$ cat config.mk
export PLATFORM = sky130hd
export DESIGN_NAME = jace_vram_arbiter
export DESIGN_NICKNAME = d
export VERILOG_FILES = /design/src/rtl/jace_vram_arbiter.sv
export SDC_FILE = /design/constraint.sdc
export NUM_CORES = 1
export LEC_CHECK = 0
export BUFFER_PORTS_ARGS = -buffer_cell sky130_fd_sc_hd__buf_4
export CORE_ASPECT_RATIO = 1.75
export CORE_MARGIN = 4
export CORE_UTILIZATION = 42
export CTS_BUF_LIST = sky130_fd_sc_hd__clkbuf_16
export DETAILED_ROUTE_END_ITERATION = 6
export MAX_ROUTING_LAYER = met4
export PLACE_DENSITY = 0.8
export SLEW_MARGIN = 10
export SYNTH_ARGS = -nofsm -noshare
export SYNTH_HDL_FRONTEND = slang
export SYNTH_SLANG_ARGS = --single-unit
$ cat constraint.sdc
create_clock -name clk -period 1.8 [get_ports clk]
set_input_delay 0.18 -clock clk [delete_from_list [all_inputs] [get_ports clk]]
set_output_delay 0.18 -clock clk [all_outputs]
set_load 0.005 [all_outputs]
$ cat src/rtl/jace_vram_arbiter.sv
// Video RAM time-slot arbiter for the Jupiter Ace style display.
// One single-port 2 KB RAM (screen 1 KB + char 1 KB) is shared by the video
// fetch and the Z80. In each 8-clock character cell the video owns the
// early phases (screen byte, then char-pattern byte); the CPU gets the rest,
// or every phase outside the active display. The RAM read port is
// registered, so the address driven in one clock returns data in the next.
// That is why the char address can be formed from mem_rdata in phase 1.
module jace_vram_arbiter #(
  parameter int CPU_FIRST_PHASE = 2,
  parameter int ADDR_W          = 11
) (
  input  logic              clk,
  input  logic              rst,
  input  logic              viden,
  input  logic [2:0]        cell_phase,
  input  logic [ADDR_W-2:0] vid_scr_addr,
  input  logic [2:0]        vid_chr_row,
  input  logic              cpu_req,
  input  logic              cpu_we,
  input  logic [ADDR_W-1:0] cpu_addr,
  input  logic [7:0]        cpu_wdata,
  output logic [7:0]        cpu_rdata,
  output logic              wait_n,
  output logic [ADDR_W-1:0] mem_addr,
  output logic              mem_we,
  output logic [7:0]        mem_wdata,
  input  logic [7:0]        mem_rdata,
  output logic [7:0]        vid_scr_data,
  output logic [7:0]        vid_chr_data,
  output logic              vid_load
);

  localparam logic [2:0] CPU_PH = 3'(CPU_FIRST_PHASE);
  // Char-pattern index bits taken from the screen byte (bit 7 is inverse).
  localparam int         CHR_HI = ADDR_W - 5;

  typedef enum logic [1:0] {IDLE, CAPT, HOLD} state_t;

  state_t state;
  logic   fetch_act;  // a cell fetch started at phase 0 and is still in flight
  logic   rd_pend;    // access issued from IDLE was a read
  logic   vid_ph0;    // video owns the port: screen address
  logic   vid_ph1;    // video owns the port: char address
  logic   slot_free;
  logic   cpu_go;     // CPU access is issued this clock

  assign vid_ph0   = viden && (cell_phase == 3'd0);
  assign vid_ph1   = fetch_act && (cell_phase == 3'd1);
  assign slot_free = (!viden || (cell_phase >= CPU_PH)) && !vid_ph0 && !vid_ph1;
  assign cpu_go    = (state == IDLE) && cpu_req && slot_free;

  // The Z80 is stretched until the access is issued and its data captured.
  assign wait_n = rst ? 1'b1 : !(cpu_req && (state != HOLD));

  // RAM port mux: video first, then a CPU access issued from IDLE.
  always_comb begin
    mem_addr  = '0;
    mem_we    = 1'b0;
    mem_wdata = '0;
    if (!rst) begin
      if (vid_ph0) begin
        mem_addr = {1'b0, vid_scr_addr};
      end else if (vid_ph1) begin
        mem_addr = {1'b1, mem_rdata[CHR_HI:0], vid_chr_row};
      end else if (cpu_go) begin
        mem_addr  = cpu_addr;
        mem_we    = cpu_we;
        mem_wdata = cpu_wdata;
      end
    end
  end

  // CPU access sequencer: issue, capture read data, hold until cpu_req drops.
  always_ff @(posedge clk) begin
    if (rst) begin
      state     <= IDLE;
      rd_pend   <= 1'b0;
      cpu_rdata <= '0;
    end else begin
      case (state)
        IDLE: begin
          if (cpu_go) begin
            state   <= CAPT;
            rd_pend <= !cpu_we;
          end
        end
        CAPT: begin
          // Data for the address issued last clock is on mem_rdata now;
          // the access completes even if cpu_req has already dropped.
          if (rd_pend) cpu_rdata <= mem_rdata;
          state <= HOLD;
        end
        HOLD: begin
          if (!cpu_req) state <= IDLE;
        end
        default: state <= IDLE;
      endcase
    end
  end

  // Video fetch: latch screen byte in phase 1, char byte in phase 2.
  always_ff @(posedge clk) begin
    if (rst) begin
      fetch_act    <= 1'b0;
      vid_scr_data <= '0;
      vid_chr_data <= '0;
      vid_load     <= 1'b0;
    end else begin
      vid_load <= 1'b0;
      if (vid_ph0) begin
        fetch_act <= 1'b1;
      end else if (fetch_act) begin
        case (cell_phase)
          3'd1: vid_scr_data <= mem_rdata;
          3'd2: begin
            vid_chr_data <= mem_rdata;
            vid_load     <= 1'b1;
            fetch_act    <= 1'b0;
          end
          // Phase counter jumped past the fetch window: drop the stale fetch.
          default: fetch_act <= 1'b0;
        endcase
      end
    end
  end

endmodule

==> results of run 1 <==
-- worst paths after layout --
kind                endpoint  slack [ns]
max              mem_addr[5]        0.09
min             cpu_rdata[4]        0.16
max reg2reg  vid_chr_data[0]        0.40
min reg2reg  vid_chr_data[2]        0.45
-- cell usage in the layout, fill, tap and decap left out, types with 2 or more instances in the layout --
| master | netlist | routed |
|---|---|---|
| sky130_fd_sc_hd__inv_1 | 2 | 2 |
| sky130_fd_sc_hd__nand2_1 | 32 | 32 |
| sky130_fd_sc_hd__mux2i_1 | 8 | 8 |
| sky130_fd_sc_hd__a211oi_1 | 3 | 2 |
| sky130_fd_sc_hd__nand3b_1 | 2 | 2 |
| sky130_fd_sc_hd__and2_1 | 9 | 9 |
| sky130_fd_sc_hd__nand4_1 | 10 | 10 |
| sky130_fd_sc_hd__a311oi_2 | 7 | 7 |
| sky130_fd_sc_hd__buf_4 | 0 | 102 |
| sky130_fd_sc_hd__nor3_1 | 2 | 2 |
| sky130_fd_sc_hd__dfxtp_1 | 29 | 28 |
| sky130_fd_sc_hd__a31oi_1 | 2 | 2 |
| sky130_fd_sc_hd__a21oi_1 | 21 | 21 |
| sky130_fd_sc_hd__nand2b_1 | 2 | 2 |
| sky130_fd_sc_hd__clkbuf_16 | 0 | 5 |
| sky130_fd_sc_hd__nor2_1 | 19 | 19 |
| sky130_fd_sc_hd__clkinv_1 | 0 | 2 |
-- final cells by class --
cell class,instances,area (um2),share of cell area [%]
sequential,29,582,24.7
multi-input combinational,129,811,34.4
inverter,2,7.51,0.318
clock inverter,3,12.5,0.530
timing repair buffer,102,766,32.4
clock buffer,5,125,5.30
tap,45,56.3,2.39
-- flip-flops by register name, indices dropped and copies added (netlist names) --
name / cells
cpu_rdata: 8
vid_chr_data: 8
vid_scr_data: 8
state: 2
fetch_act: 1
rd_pend: 1
vid_load: 1
-- kinds of logic after synthesis --
family	Yosys count
simple gates	84
compound gates	36
flops	29
buf+inv	16
mux	8
-- what timing repair did --
item                                    in CTS  in global routing
endpoints found under the setup margin       0                 19
hold buffers                                 0                  0
setup buffers                                0                  1
resized for setup                            0                  4
-- worst max-delay path, stage by stage, from the launching register on --
cell	delay [ns]
sky130_fd_sc_hd__dfxtp_1	0.35
sky130_fd_sc_hd__nor3b_2	0.19
sky130_fd_sc_hd__buf_4	0.19
sky130_fd_sc_hd__nand4_1	0.12
sky130_fd_sc_hd__a311oi_2	0.26
sky130_fd_sc_hd__buf_4	0.15
-- per-stage QoR --
stage,setup TNS [ns],cells
2_1_floorplan,0,173
3_3_place_gp,0,305
3_5_place_dp,0,305
4_1_cts,0,313
5_1_grt,-0.000550,315
6_report,0,315
-- where the power goes --
part           total, mW  internal (mW)  switching (mW)  leakage (nW)
registers          0.661          0.653         0.00727         0.235
logic              0.248          0.147           0.101         0.782
clock network      0.758          0.497           0.261        0.0687
-- metal layers --
metal	part of all wire, %	vias to the layer above
met5	0	-
met4	1.1	0
met3	6.1	5
met2	57	51
met1	36	755
li1	-	809
==> report_table.html, run 1 <==
<table>
<tr><th>Metric</th><th>Value</th></tr>
<tr><th colspan="2">Setup path</th></tr>
<tr><td>Worst Setup SP</td><td>state[0]</td></tr>
<tr><td>Type of element launching the critical path</td><td>flop</td></tr>
<tr><td>Number of cells traversed by the worst register-to-register path</td><td>3</td></tr>
<tr><td>Required time at the worst-slack endpoint</td><td>around 1.6 ns</td></tr>
<tr><td>Crit path max fanout</td><td>9</td></tr>
<tr><td>Arrival time of the worst setup path</td><td>1.53 ns</td></tr>
<tr><td>Type of the worst setup path</td><td>reg -&gt; out</td></tr>
<tr><td>Start of the worst register-to-register path</td><td>fetch_act</td></tr>
<tr><td>Critical Path Sink Type</td><td>output pin</td></tr>
<tr><th colspan="2">Synth</th></tr>
<tr><td>Cell area after technology mapping</td><td>roughly 0.0015 mm2</td></tr>
<tr><td>Xor and xnor area share after synthesis</td><td>0%</td></tr>
<tr><td>Number of synthesized register bits</td><td>29</td></tr>
<tr><td>Most repeated cell in the gate-level netlist after synthesis</td><td>sky130_fd_sc_hd__nand2_1</td></tr>
<tr><td>Top cells by instance count after synthesis</td><td>32 x sky130_fd_sc_hd__nand2_1, 29 x sky130_fd_sc_hd__dfxtp_1, 21 x sky130_fd_sc_hd__a21oi_1, 19 x sky130_fd_sc_hd__nor2_1, 10 x sky130_fd_sc_hd__nand4_1</td></tr>
<tr><td>Distinct cells, synth</td><td>29</td></tr>
<tr><td>Cell types occupying the most area after synthesis</td><td>sky130_fd_sc_hd__dfxtp_1 40%, sky130_fd_sc_hd__nand2_1 8.2%, sky130_fd_sc_hd__a21oi_1 7.2%, sky130_fd_sc_hd__a311oi_2 7.2%, sky130_fd_sc_hd__mux2i_1 5.5%</td></tr>
<tr><td>Library cell with the largest summed area after synthesis</td><td>sky130_fd_sc_hd__dfxtp_1</td></tr>
<tr><td>Gate count of the mapped netlist</td><td>~170</td></tr>
<tr><td>Area share of and/or/nand/nor cells after synthesis</td><td>between 20 and 30%</td></tr>
<tr><td>Number of warnings issued by yosys</td><td>0</td></tr>
<tr><td>Post-synthesis area per instance</td><td>around 8.4 um2</td></tr>
<tr><td>Post-synth top flop</td><td>sky130_fd_sc_hd__dfxtp_1</td></tr>
<tr><td>Synthesized-area fraction occupied by ao, oa, aoi and oai cells</td><td>18.8%</td></tr>
<tr><td>Main combinational cell family by area after synthesis</td><td>simple AND/OR/NAND/NOR gates</td></tr>
<tr><td>Multiplexer share of the synthesized area</td><td>~5.5%</td></tr>
<tr><td>Post-Synth Adder-Cell Area</td><td>0%</td></tr>
<tr><td>Portion of synthesized cell area occupied by the leading cell type</td><td>roughly 40%</td></tr>
<tr><td>Share of flip-flops with an asynchronous set or reset</td><td>0%</td></tr>
<tr><td>Post-Syn Nets</td><td>about 220</td></tr>
<tr><td>Count of flip-flops with a built-in enable after synthesis</td><td>0</td></tr>
<tr><td>Sequential cell area fraction in the yosys report</td><td>between 30% and 40%</td></tr>
<tr><th colspan="2">Pwr</th></tr>
<tr><td>Total power divided by cell area</td><td>about 700 mW/mm2</td></tr>
<tr><td>Total leakage power</td><td>around 1.1 nW</td></tr>
<tr><td>Overall Power</td><td>~1.7 mW</td></tr>
<tr><td>IR drop worst, VDD</td><td>slightly below 0.8 mV</td></tr>
<tr><th colspan="2">STA</th></tr>
<tr><td>Worst slew margin relative to its limit</td><td>around three fifths</td></tr>
<tr><td>Worst-Margin Slew</td><td>0.604 ns</td></tr>
<tr><td>RSZ-0062 raised after global routing</td><td>yes</td></tr>
<tr><td>Final Worst Setup Slack</td><td>between 0.08 and 0.09 ns</td></tr>
<tr><td>Final period utilization</td><td>between 90 and 100%</td></tr>
<tr><td>Fin. Hold Viols</td><td>0</td></tr>
<tr><td>Max Clk Rate</td><td>584 MHz</td></tr>
<tr><td>Final critical-path required period</td><td>about 1.7 ns</td></tr>
<tr><td>Final count of pins violating max slew</td><td>0</td></tr>
<tr><td>Setup clock skew after layout</td><td>0.00212 ns</td></tr>
<tr><td>Final setup vio count</td><td>0</td></tr>
<tr><td>Worst hold slack</td><td>about 0.16 ns</td></tr>
<tr><th colspan="2">Placed design</th></tr>
<tr><td>Detailed placement HPWL</td><td>approximately 3.5 mm</td></tr>
<tr><td>Setup Slack @ Placement</td><td>approximately 0.20 ns</td></tr>
<tr><td>RePlAce Congestion</td><td>~0.77</td></tr>
<tr><td>Quantity of I/O buffers inserted on ports</td><td>93</td></tr>
<tr><td>Area after detailed placement</td><td>between 0.002 and 0.0025 mm2</td></tr>
<tr><th colspan="2">Outcome</th></tr>
<tr><td>Outcome</td><td>finished clean</td></tr>
<tr><th colspan="2">Floorplan</th></tr>
<tr><td>Core Footprint</td><td>around 0.0034 mm2</td></tr>
<tr><td>Die area</td><td>approximately 0.0045 mm2</td></tr>
<tr><td>Floorplan row count</td><td>28</td></tr>
<tr><td>Count of boundary I/O pins</td><td>94</td></tr>
<tr><td>Width of the die</td><td>approximately 53 um</td></tr>
<tr><td>Y dimension of the die</td><td>roughly 86 um</td></tr>
<tr><td>Starting density of the core</td><td>between 40% and 50%</td></tr>
<tr><th colspan="2">Layout</th></tr>
<tr><td>Diode insertion count for antenna repair</td><td>0</td></tr>
<tr><td>Final Cell Area</td><td>~0.0024 mm2</td></tr>
<tr><td>Post-synthesis to final-layout area growth</td><td>61.9%</td></tr>
<tr><td>Number of fill cells</td><td>305</td></tr>
<tr><td>Finished Core Util</td><td>70.2%</td></tr>
<tr><td>Final net count</td><td>between 300 and 400</td></tr>
<tr><td>Share of cells above drive strength 1</td><td>a little under half</td></tr>
<tr><th colspan="2">Hold path</th></tr>
<tr><td>Path type of the worst min-delay path</td><td>in -&gt; reg</td></tr>
<tr><td>Worst hold path cell count</td><td>3</td></tr>
<tr><td>Hold Crit Start</td><td>mem_rdata[4]</td></tr>
<tr><th colspan="2">Global route</th></tr>
<tr><td>Met2 track utilization from global routing</td><td>about two fifths</td></tr>
<tr><td>Number of global-route vias before repair</td><td>between 1500 and 2000</td></tr>
<tr><td>Met3 usage</td><td>4.52%</td></tr>
<tr><td>GRT overflow</td><td>0</td></tr>
<tr><td>Highest-utilization routing layer at the global route stage</td><td>met2</td></tr>
<tr><td>Total Routing Usage GR</td><td>approximately 22%</td></tr>
<tr><td>Number of antenna violations at the first check in global routing</td><td>0</td></tr>
<tr><td>Maximum number of pins on one net before global-route repair</td><td>29</td></tr>
<tr><td>GR Layer Usage met1</td><td>22.5%</td></tr>
<tr><td>First-pass GRT wire length</td><td>roughly 7.4 mm</td></tr>
<tr><th colspan="2">Routing</th></tr>
<tr><td>Detail-routed via count per cell</td><td>5.14</td></tr>
<tr><td>Router iterations before antenna repair</td><td>4</td></tr>
<tr><td>Total DRC errors in the routed layout</td><td>0</td></tr>
<tr><td>Routed WL</td><td>4.70 mm</td></tr>
<tr><td>WL per Instance</td><td>~15 um</td></tr>
<tr><td>Post-route ant nets</td><td>0</td></tr>
<tr><td>Total via count in the routed design</td><td>~1600</td></tr>
<tr><td>Initial detailed-routing violation count</td><td>21</td></tr>
<tr><th colspan="2">Clock tree</th></tr>
<tr><td>H-tree depth</td><td>2</td></tr>
<tr><td>Clock tree from TritonCTS</td><td>done</td></tr>
<tr><td>Clock slew at reported path FFs</td><td>0.05 ns</td></tr>
<tr><td>Number of clock buffers inserted by TritonCTS</td><td>5</td></tr>
<tr><td>Max clock buf depth</td><td>2</td></tr>
<tr><td>Clock Tree Root</td><td>sky130_fd_sc_hd__clkbuf_16</td></tr>
<tr><td>Clock Sinks</td><td>29</td></tr>
<tr><td>Clock Latency Late Sink</td><td>between 0.2 and 0.3 ns</td></tr>
<tr><th colspan="2">Flow run</th></tr>
<tr><td>Max-cap violations</td><td>0</td></tr>
</table>
No activity file was read; power rests on OpenSTA's default activity.
==> run 2: changes to the inputs <==
--- a/config.mk
+++ b/config.mk
@@ -8,11 +8,11 @@
 export BUFFER_PORTS_ARGS = -buffer_cell sky130_fd_sc_hd__buf_4
 export CORE_ASPECT_RATIO = 1.75
 export CORE_MARGIN = 4
-export CORE_UTILIZATION = 42
+export CORE_UTILIZATION = 45
 export CTS_BUF_LIST = sky130_fd_sc_hd__clkbuf_16
 export DETAILED_ROUTE_END_ITERATION = 6
 export MAX_ROUTING_LAYER = met4
-export PLACE_DENSITY = 0.8
+export PLACE_DENSITY = 0.84
 export SLEW_MARGIN = 10
 export SYNTH_ARGS = -nofsm -noshare
 export SYNTH_HDL_FRONTEND = slang
==> constraint.sdc (replaced) <==
create_clock -name clk -period 2.2 [get_ports clk]
set_input_delay 0.22 -clock clk [delete_from_list [all_inputs] [get_ports clk]]
set_output_delay 0.22 -clock clk [all_outputs]
set_load 0.005 [all_outputs]
==> run 2 against run 1 <==
  * Final area fell by 2.7%
  * Wire length fell by 4.2%
  * Clock power fell by 18%
  * Largest cell class unchanged
  * Clock-buffer cell count did not move
  * Global-route usage barely moved
  * First-iteration DRC count rose by 62%
  * Largest power group unchanged
  * Worst setup slack improved by 0.18 ns
  * Critical path depth did not move
  * Utilization rose by 3.0 points
  * Register-to-register slack improved by 0.39 ns
  * Die area fell by 5.9%
==> report_table.html, run 2 (synthesis results as in run 1) <==
<table>
<tr><th>Metric</th><th>Value</th></tr>
<tr><th colspan="2">Layout</th></tr>
<tr><td>Largest registers</td><td>cpu_rdata (8), vid_chr_data (8), vid_scr_data (8) (unchanged)</td></tr>
<tr><td>Post-synthesis to final-layout area growth</td><td>57.6% (was 61.9%)</td></tr>
<tr><td>Diode insertion count for antenna repair</td><td>0 (unchanged)</td></tr>
<tr><td>Share of cells above drive strength 1</td><td>43.2% (was 45.2%)</td></tr>
<tr><td>Most common cell after layout, fill and taps aside</td><td>sky130_fd_sc_hd__buf_4 (unchanged)</td></tr>
<tr><td>Number of fill cells</td><td>271 (was 305)</td></tr>
<tr><td>Top library cells by usage in the layout, fill and taps aside</td><td>97 x sky130_fd_sc_hd__buf_4, 32 x sky130_fd_sc_hd__nand2_1, 29 x sky130_fd_sc_hd__dfxtp_1 (was 102 x sky130_fd_sc_hd__buf_4, 32 x sky130_fd_sc_hd__nand2_1, 28 x sky130_fd_sc_hd__dfxtp_1)</td></tr>
<tr><td>Multi-input gate area in the final layout</td><td>790 um2 (was 811 um2)</td></tr>
<tr><td>Seq. cell area</td><td>581 um2 (was 582 um2)</td></tr>
<tr><td>Final net count</td><td>311 (was 317)</td></tr>
<tr><th colspan="2">Routing</th></tr>
<tr><td>Router iterations before antenna repair</td><td>4 (unchanged)</td></tr>
<tr><td>Routed WL</td><td>4.50 mm (was 4.70 mm)</td></tr>
<tr><td>WL per Instance</td><td>14.7 um (was 14.9 um)</td></tr>
<tr><td>Detail-routed via count per cell</td><td>5.21 (was 5.14)</td></tr>
<tr><td>Total via count in the routed design</td><td>1600 (was 1620)</td></tr>
<tr><td>Total DRC errors in the routed layout</td><td>0 (unchanged)</td></tr>
<tr><td>Post-route ant nets</td><td>0 (unchanged)</td></tr>
<tr><td>Initial detailed-routing violation count</td><td>34 (was 21)</td></tr>
<tr><th colspan="2">Pwr</th></tr>
<tr><td>Total power divided by cell area</td><td>589 mW/mm2 (was 706 mW/mm2)</td></tr>
<tr><td>Overall Power</td><td>1.35 mW (was 1.67 mW)</td></tr>
<tr><td>Total leakage power</td><td>1.06 nW (was 1.09 nW)</td></tr>
<tr><td>Switching Fraction</td><td>22.1% (was 22.2%)</td></tr>
<tr><td>Design internal power</td><td>1.05 mW (was 1.30 mW)</td></tr>
<tr><td>P_sw</td><td>0.298 mW (was 0.370 mW)</td></tr>
<tr><td>Relative contribution of sequential cells to total power</td><td>39.9% (was 39.6%)</td></tr>
<tr><td>IR drop worst, VDD</td><td>0.572 mV (was 0.780 mV)</td></tr>
<tr><td>Combinational Power Share</td><td>14.1% (was 14.9%)</td></tr>
<tr><td>Relative contribution of the clock network to total power</td><td>46.0% (was 45.5%)</td></tr>
<tr><th colspan="2">STA</th></tr>
<tr><td>Total Neg Setup Slack</td><td>0 ns (unchanged)</td></tr>
<tr><td>Worst slew margin relative to its limit</td><td>57.2% (was 59.6%)</td></tr>
<tr><td>Final count of pins violating max slew</td><td>0 (unchanged)</td></tr>
<tr><td>Max Clk Rate</td><td>between 500 and 600 MHz</td></tr>
<tr><td>Worst-Margin Slew</td><td>0.642 ns (was 0.604 ns)</td></tr>
<tr><td>Fin. Hold Viols</td><td>0 (unchanged)</td></tr>
<tr><td>Final critical-path required period</td><td>slightly below 2 ns</td></tr>
<tr><td>RSZ-0062 raised after global routing</td><td>no (was yes)</td></tr>
<tr><td>Setup clock skew after layout</td><td>0.00280 ns (was 0.00212 ns)</td></tr>
<tr><td>Final setup vio count</td><td>0 (unchanged)</td></tr>
<tr><td>Final period utilization</td><td>between 80% and 90%</td></tr>
<tr><th colspan="2">Hold path</th></tr>
<tr><td>Path type of the worst min-delay path</td><td>in -&gt; reg (unchanged)</td></tr>
<tr><th colspan="2">Setup path</th></tr>
<tr><td>Crit path max fanout</td><td>10 (was 9)</td></tr>
<tr><td>Critical-path cell with the highest stage delay</td><td>sky130_fd_sc_hd__dfxtp_1 (unchanged)</td></tr>
<tr><td>Most Frequent Cell on Critical Path</td><td>sky130_fd_sc_hd__buf_4 (unchanged)</td></tr>
<tr><td>CP peak stage delay</td><td>0.34 ns (was 0.35 ns)</td></tr>
<tr><td>Type of element launching the critical path</td><td>flop (unchanged)</td></tr>
<tr><td>Critical Path, Cell by Cell</td><td>nor3b_2 &gt; buf_4 &gt; nand4_1 &gt; a311oi_2 &gt; buf_4 (unchanged)</td></tr>
<tr><td>Critical Path Sink Type</td><td>output pin (unchanged)</td></tr>
<tr><td>Family with the most delay on the worst path</td><td>simple AND/OR/NAND/NOR gates (was flip-flops)</td></tr>
<tr><td>Buffer and inverter count on the worst path</td><td>2 (unchanged)</td></tr>
<tr><td>Required time at the worst-slack endpoint</td><td>1.98 ns (was 1.62 ns)</td></tr>
<tr><td>Type of the worst setup path</td><td>reg -&gt; out (unchanged)</td></tr>
<tr><td>Arrival time of the worst setup path</td><td>1.71 ns (was 1.53 ns)</td></tr>
<tr><th colspan="2">Global route</th></tr>
<tr><td>First-pass GRT wire length</td><td>7.04 mm (was 7.36 mm)</td></tr>
<tr><td>GRT overflow</td><td>0 (unchanged)</td></tr>
<tr><td>Total Routing Usage GR</td><td>22.3% (was 22.2%)</td></tr>
<tr><td>Number of global-route vias before repair</td><td>1569 (was 1583)</td></tr>
<tr><td>Number of antenna violations at the first check in global routing</td><td>0 (unchanged)</td></tr>
<tr><td>Maximum number of pins on one net before global-route repair</td><td>41 (was 29)</td></tr>
<tr><th colspan="2">Clock tree</th></tr>
<tr><td>Clock Latency Late Sink</td><td>0.27 ns (about the same)</td></tr>
<tr><td>Clock tree from TritonCTS</td><td>done (unchanged)</td></tr>
<tr><td>Clock Sinks</td><td>29 (unchanged)</td></tr>
<tr><td>Max clock buf depth</td><td>2 (unchanged)</td></tr>
<tr><td>Clock Tree Root</td><td>sky130_fd_sc_hd__clkbuf_16 (unchanged)</td></tr>
<tr><td>Hold-fix buffer count after cts</td><td>0 (unchanged)</td></tr>
<tr><td>Post-CTS Setup Inserts</td><td>0 (unchanged)</td></tr>
<tr><td>Number of clock buffers inserted by TritonCTS</td><td>5 (unchanged)</td></tr>
<tr><td>Number of resized instances in the post-cts repair step</td><td>0 (unchanged)</td></tr>
<tr><td>Clock slew at reported path FFs</td><td>0.05 ns (about the same)</td></tr>
<tr><td>H-tree depth</td><td>2 (unchanged)</td></tr>
<tr><th colspan="2">Placed design</th></tr>
<tr><td>Quantity of I/O buffers inserted on ports</td><td>93 (unchanged)</td></tr>
<tr><td>Detailed placement HPWL</td><td>3.48 mm (was 3.51 mm)</td></tr>
<tr><td>RePlAce Congestion</td><td>0.821 (was 0.772)</td></tr>
<tr><th colspan="2">Floorplan</th></tr>
<tr><td>Width of the die</td><td>51.0 um (was 52.5 um)</td></tr>
<tr><td>Floorplan row count</td><td>27 (was 28)</td></tr>
<tr><td>Die area</td><td>0.00425 mm2 (was 0.00451 mm2)</td></tr>
<tr><td>Y dimension of the die</td><td>83.3 um (was 85.9 um)</td></tr>
<tr><td>Starting density of the core</td><td>46.4% (was 43.3%)</td></tr>
<tr><td>Count of boundary I/O pins</td><td>94 (unchanged)</td></tr>
<tr><td>Core Footprint</td><td>0.00314 mm2 (was 0.00336 mm2)</td></tr>
<tr><th colspan="2">Outcome</th></tr>
<tr><td>Outcome</td><td>finished clean (unchanged)</td></tr>
<tr><th colspan="2">Flow run</th></tr>
<tr><td>Max-cap violations</td><td>0 (unchanged)</td></tr>
</table>
## run 2: layout make-up
type                    count  area share, %
clock buffers               5           5.45
repair buffers             97           31.7
well taps                  43           2.34
inverters                   2          0.327
flip-flops and latches     29           25.3
clock inverters             3          0.545
multi-input cells         128           34.4
## run 2: path summary, 6_finish.rpt
| kind | slack (ns) | depth (start not counted) | endpoint | from |
|---|---|---|---|---|
| worst min register to register | 0.45 | 2 | vid_chr_data[1] | vid_chr_data[1] |
| worst max register to register | 0.79 | 3 | vid_chr_data[3] | fetch_act |
| worst max-delay path | 0.27 | 5 | mem_addr[6] | state[1] |
| worst min-delay path | 0.21 | 3 | cpu_rdata[4] | mem_rdata[4] |
## run 2: tightest hold or removal path, delay by kind of cell
kind | cells | cell delay (ns)
buffers and inverters | 1 | 0.09
muxes | 1 | 0.06
and+or+nand+nor | 1 | 0.07
## run 2: per-stage QoR
stage          hold slack, ns  setup WS (ns)  util [%]  std cells  instance area (um2)
3_5_place_dp            0.448          0.286      68.7        299                 2160
3_3_place_gp            0.442          0.330      68.7        299                 2160
6_report                0.210          0.271      73.1        307                 2300
4_1_cts                 0.204          0.261      73.1        307                 2300
2_1_floorplan           0.356          0.691         -        173                 1460
5_1_grt                 0.228          0.168      73.1        307                 2300
## run 2: routing by layer
metal,vias up,share of wire (%),GRT usage [%]
met1,729,36,20.7
met3,12,6.9,5.57
met2,67,55,40.2
li1,792,-,-
met5,-,0,-
met4,0,2.7,11.0
## run 2: power by group through the flow
stage                     registers, mW  logic, mW  clock network, mW
after floorplan                   0.549     0.0766                  0
after global routing              0.540      0.207              0.658
after CTS                         0.540      0.192              0.633
final                             0.540      0.191              0.621
after global placement            0.550      0.188                  0
after detailed placement          0.550      0.191                  0
